==> config.mk <==
export PLATFORM = sky130hd
export DESIGN_NAME = unary_acc_ctrl
export DESIGN_NICKNAME = d
export VERILOG_FILES = /design/src/rtl/unary_acc_pkg.sv /design/src/rtl/unary_wrap_cnt.sv /design/src/rtl/unary_acc_ctrl.sv
export SDC_FILE = /design/constraint.sdc
export NUM_CORES = 1
export LEC_CHECK = 0
export CAP_MARGIN = 15
export CELL_PAD_IN_SITES_DETAIL_PLACEMENT = 0
export CELL_PAD_IN_SITES_GLOBAL_PLACEMENT = 1
export CORE_MARGIN = 3
export CORE_UTILIZATION = 48
export CTS_BUF_LIST = sky130_fd_sc_hd__clkbuf_16
export DETAILED_ROUTE_END_ITERATION = 12
export PLACE_DENSITY = 0.87
export SLEW_MARGIN = 20
export SYNTH_ARGS = -nofsm -noshare
export SYNTH_HDL_FRONTEND = slang
export SYNTH_HIERARCHICAL = 1
export SYNTH_SLANG_ARGS = --single-unit
==> constraint.sdc <==
create_clock -name clk -period 5.1 [get_ports clk]
set_input_delay 1.02 -clock clk [delete_from_list [all_inputs] [get_ports clk]]
set_output_delay 1.02 -clock clk [all_outputs]
set_load 0.02 [all_outputs]
==> src/rtl/unary_acc_pkg.sv <==
// unary_acc_pkg: shared state encoding and bitstream-period constants for the unary-rate PE array
package unary_acc_pkg;
  typedef enum logic [1:0] {IDLE, CLR, RUN, DONE} state_t;
  localparam int BITW = 8;
  function automatic int bs_len_of(input int bitw);
    return 1 << bitw;
  endfunction
  localparam int BS_LEN = bs_len_of(BITW);
endpackage

==> src/rtl/unary_wrap_cnt.sv <==
// unary_wrap_cnt: enabled counter with programmable terminal value and wrap pulse
module unary_wrap_cnt #(
  parameter int W = 8
) (
  input  logic         clk,
  input  logic         rst_n,
  input  logic         i_clr,
  input  logic         i_en,
  input  logic [W-1:0] i_last,
  output logic [W-1:0] o_cnt,
  output logic         o_wrap
);
  logic [W-1:0] r_cnt;
  assign o_cnt  = r_cnt;
  assign o_wrap = i_en && (r_cnt == i_last);
  always_ff @(posedge clk or negedge rst_n) begin
    if (!rst_n) r_cnt <= '0;
    else if (i_clr || o_wrap) r_cnt <= '0;
    else if (i_en) r_cnt <= r_cnt + 1'b1;
  end
endmodule

==> src/rtl/unary_acc_ctrl.sv <==
// unary_acc_ctrl: per-tile clear/run/done sequencer for a row of unary-rate accumulators.
// Define UNARY_ACC_CTRL_EARLY_TERM_EN to make the bitstream period programmable via bs_len_i.
module unary_acc_ctrl
  import unary_acc_pkg::*;
#(
  parameter int BITW = 8,
  parameter int KW   = 16
) (
  input  logic            clk,
  input  logic            rst_n,
  input  logic            start_i,
  input  logic [KW-1:0]   k_len_i,
  input  logic            stall_i,
`ifdef UNARY_ACC_CTRL_EARLY_TERM_EN
  input  logic [BITW:0]   bs_len_i,
`endif
  output logic            en_o,
  output logic            clr_o,
  output logic            acc_o,
  output logic            busy_o,
  output logic            out_valid_o,
  input  logic            out_ready_i
);
  localparam logic [BITW-1:0] BS_LAST = BITW'(bs_len_of(BITW) - 1);
  state_t          r_state, w_next;
  logic [KW-1:0]   r_k, w_elem;
  logic [BITW-1:0] w_bit, w_bs_last;
  logic            w_step, w_bit_wrap, w_elem_wrap, w_load;
`ifdef UNARY_ACC_CTRL_EARLY_TERM_EN
  logic [BITW-1:0] r_bs_last;
  // 0 and 2**BITW both truncate to a terminal count of 2**BITW-1
  always_ff @(posedge clk or negedge rst_n) begin
    if (!rst_n) r_bs_last <= BS_LAST;
    else if (w_load) r_bs_last <= BITW'(bs_len_i - (BITW+1)'(1));
  end
  assign w_bs_last = r_bs_last;
`else
  assign w_bs_last = BS_LAST;
`endif
  unary_wrap_cnt #(.W(BITW)) u_bit_cnt (
    .clk(clk), .rst_n(rst_n), .i_clr(clr_o), .i_en(w_step),
    .i_last(w_bs_last), .o_cnt(w_bit), .o_wrap(w_bit_wrap)
  );
  unary_wrap_cnt #(.W(KW)) u_elem_cnt (
    .clk(clk), .rst_n(rst_n), .i_clr(clr_o), .i_en(w_bit_wrap),
    .i_last(r_k - 1'b1), .o_cnt(w_elem), .o_wrap(w_elem_wrap)
  );
  always_ff @(posedge clk or negedge rst_n) begin
    if (!rst_n) begin
      r_state <= IDLE;
      r_k     <= '0;
    end else begin
      r_state <= w_next;
      if (w_load) r_k <= k_len_i;
    end
  end
  always_comb begin
    w_next      = r_state;
    w_step      = (r_state == RUN) && !stall_i;
    en_o        = w_step;
    acc_o       = w_step && (w_bit == '0) && (w_elem == '0);
    clr_o       = r_state == CLR;
    busy_o      = r_state != IDLE;
    out_valid_o = r_state == DONE;
    w_load      = start_i && ((r_state == IDLE) || ((r_state == DONE) && out_ready_i));
    case (r_state)
      IDLE:    w_next = start_i ? CLR : IDLE;
      CLR:     w_next = (r_k == '0) ? DONE : RUN;
      RUN:     w_next = w_elem_wrap ? DONE : RUN;
      DONE:    w_next = out_ready_i ? (start_i ? CLR : IDLE) : DONE;
      default: w_next = IDLE;
    endcase
  end
endmodule

==> flow_summary.json <==
{
  "rrSetupSlack_ns": 2.02,
  "holdBufCountCts": 0,
  "cts_inserted_buffers": 5,
  "period_minus_slack_ns": 3.527,
  "die_height_microns": 78.76,
  "n_antenna_cell": 0,
  "drv_cap": 0,
  "synth_seq_cells": 42,
  "hold_viol_final": 0,
  "synth_xor_area_share_pct": 20.33,
  "postSynthAreaPerCell_sq_um": 10.21,
  "drt_first_pass_iters": 4,
  "synthCells": 249,
  "slowest_stage": "clkdlybuf4s50_1",
  "powerDensity_nw_per_um2": 447.5,
  "cp.required_ns": 4.08,
  "clk_pin_slew_ns": 0.06,
  "synth_area_leaders": "dfrtp_1, xnor2_1, xor2_1",
  "ant_nets": 0,
  "clockBufferDepth": 2,
  "synth_edf_count": 0,
  "synth_most_common_cell": "dfrtp_1",
  "synth_cell_types": 39,
  "async_flop_share_pct": 100.0,
  "dr.first_iter.drc_count": 82,
  "rsz0062_at_grt": "false",
  "p_leak_nw": 1.238,
  "synth_fa_ha_area_share_pct": 1.477,
  "htree_levels": 2,
  "ys_seq_area_share_pct": 41.36,
  "setup_viol": 0,
  "design.core.area_sq_um": 4911,
  "grt_pass1_wl_microns": 8845,
  "dieArea_sq_um": 6203,
  "cp.buffers_inverters": 3,
  "numClockSinks": 42,
  "vdd_drop_max_mv": 0.3105,
  "synthesis.area_sq_um": 2541,
  "wl_microns": 4966,
  "vias_per_cell": 5.331,
  "gp_congestion": 0.8132,
  "pre_cts_slack_ns": 1.544,
  "fin_nets": 306,
  "initial_core_util_pct": 51.75,
  "cts_tree": "done",
  "path_class": "input pin to output port",
  "yosys.area.top_type": "dfrtp_1",
  "grt-ovfl-total": 0,
  "hold_class": "flip-flop to flip-flop",
  "crit_chain": "clkdlybuf4s50_1 > nor2_1 > buf_4 > nand3_1 > nor2_1 > clkdlybuf4s50_1",
  "yosys.area.top_type_share_pct": 41.36,
  "grt.total_usage_pct": 18.01,
  "startpoint_type": "input pin",
  "synth_flop_cell": "dfrtp_1",
  "synthSimpleGateAreaFrac_pct": 23.44,
  "clk_latency_ns": 0.28,
  "hpwl_microns": 3643,
  "synth_top_family_by_area": "simple AND/OR/NAND/NOR gates",
  "fin_crit_sh_pct": 69.16,
  "grt_max_degree": 43,
  "drcViolationCount": 0,
  "num_io_pins": 26,
  "relSlewSlack_pct": 39.05,
  "slew_viol_final": 0,
  "tightest_slew_ns": 0.9142,
  "cts_resized": 0,
  "finalSetupTns_ns": 0,
  "chipWidth_microns": 78.76,
  "routedWlPerCell_microns": 14.19,
  "fin_skew_ns": 0.004911,
  "vias": 1866,
  "synthMuxAreaShare_pct": 7.878,
  "fmax_mhz": 283.5,
  "cts_root_buffer": "clkbuf_16",
  "cp-end-kind": "output port",
  "drive_gt1_share_pct": 13.07,
  "max_stage_delay_ns": 0.61,
  "crit_arrival_ns": 2.51,
  "synth_compound_area_share_pct": 2.019,
  "rows": 25,
  "antenna_found_initial": 0,
  "synth-warning-count": 6,
  "cp_top_family": "buffers and inverters",
  "post_cts_buffers": 0,
  "status": "complete, no violations",
  "worst_slack_ns": 1.573,
  "worstPathMaxFanout": 9,
  "grt_pass1_vias": 1944,
  "syn_to_final_growth_pct": 17.38,
  "synth_common_cells": "dfrtp_1, xnor2_1, nor2_1, xor2_1, mux2_2",
  "io_buffers": 25
}
==> report_power, final <==
part | switching [W] | leakage, nW | internal [W] | total, W
sequential | 0.000119 | 0.543 | 0.000418 | 0.000537
combinational | 0.000231 | 0.623 | 0.000266 | 0.000497
clock | 0.000124 | 0.0724 | 0.000177 | 0.000301
==> flip-flops by register name, indices dropped and copies added, names as in the netlist <==
register	flops
r_state	2
u_elem_cnt/o_cnt	16
u_bit_cnt/o_cnt	8
r_k	16
==> routing by layer <==
metal | track usage, % | vias up | part of all wire [%]
met5 | 0 | - | 0
met4 | 5.420 | 0 | 1.1
met3 | 3.628 | 5 | 3.6
met2 | 30.56 | 36 | 48
met1 | 23.16 | 901 | 47
li1 | - | 924 | -
==> worst reg2reg max path, delay by kind of cell (launching register included) <==
family | cells | cell delay (ns)
and+or+nand+nor | 6 | 1.87
DFF | 1 | 0.43
AOI/OAI and AO/OA | 3 | 0.38
xor gates and xnor gates | 2 | 0.36
==> metrics by stage <==
step	total power, W	util [%]	cell area (sq um)	instances	hold slack [ns]
after floorplan	0.0009117	-	2567	256	0.5235
after global placement	0.001031	57.94	2845	342	0.5478
after detailed placement	0.001045	57.94	2845	342	0.5513
after CTS	0.001352	60.74	2983	350	0.5647
after global routing	0.001434	60.74	2983	350	0.5834
final	0.001335	60.74	2983	350	0.5605
==> cell families (layout without fill, tap and decap cells) <==
family	after synthesis	after routing
multiplexers	18	18
flip-flops	42	42
AO/OA/AOI/OAI	7	7
other	1	8
adder cells (fa/ha/maj)	3	3
AND/OR/NAND/NOR	106	106
buffers and inverters	13	40
XOR/XNOR	59	59
==> cells in the final DEF (no fill, tap or decap), types with 2 or more instances in the layout <==
cell             count
mux2_2              16
xnor2_1             35
buf_4                2
mux2i_1              2
nor2_1              30
nand3_1              9
nand2b_1             3
or4_4                2
ha_1                 3
nand2_1             11
nor4_1              13
clkbuf_16            5
xor2_1              24
conb_1               8
clkdlybuf4s50_1     24
nor3_1              12
dfrtp_1             42
inv_1                6
and3_1               2
nand4_1             12
nor3_2               2
==> cell type report <==
type / count / area [sq um]
fill: 446 / 1928
clock buffer: 5 / 125.1
inverter: 5 / 18.77
sequential: 42 / 1051
tap: 67 / 83.83
multi-input combinational: 201 / 1431
timing repair buffer: 27 / 260.3
clock inverter: 3 / 12.51
==> final timing paths <==
path                                            end  startpoint  cells past startpoint
worst min-delay path                         r_k[9]      r_k[9]                      1
worst min register to register               r_k[9]      r_k[9]                      1
max in group asynchronous       u_elem_cnt/o_cnt[3]       rst_n                      1
worst max register to register           r_state[0]      r_k[7]                     11
worst max-delay path                          acc_o     stall_i                      6
min in group asynchronous                    r_k[4]       rst_n                      1
No activity file was read; power rests on OpenSTA's default activity.
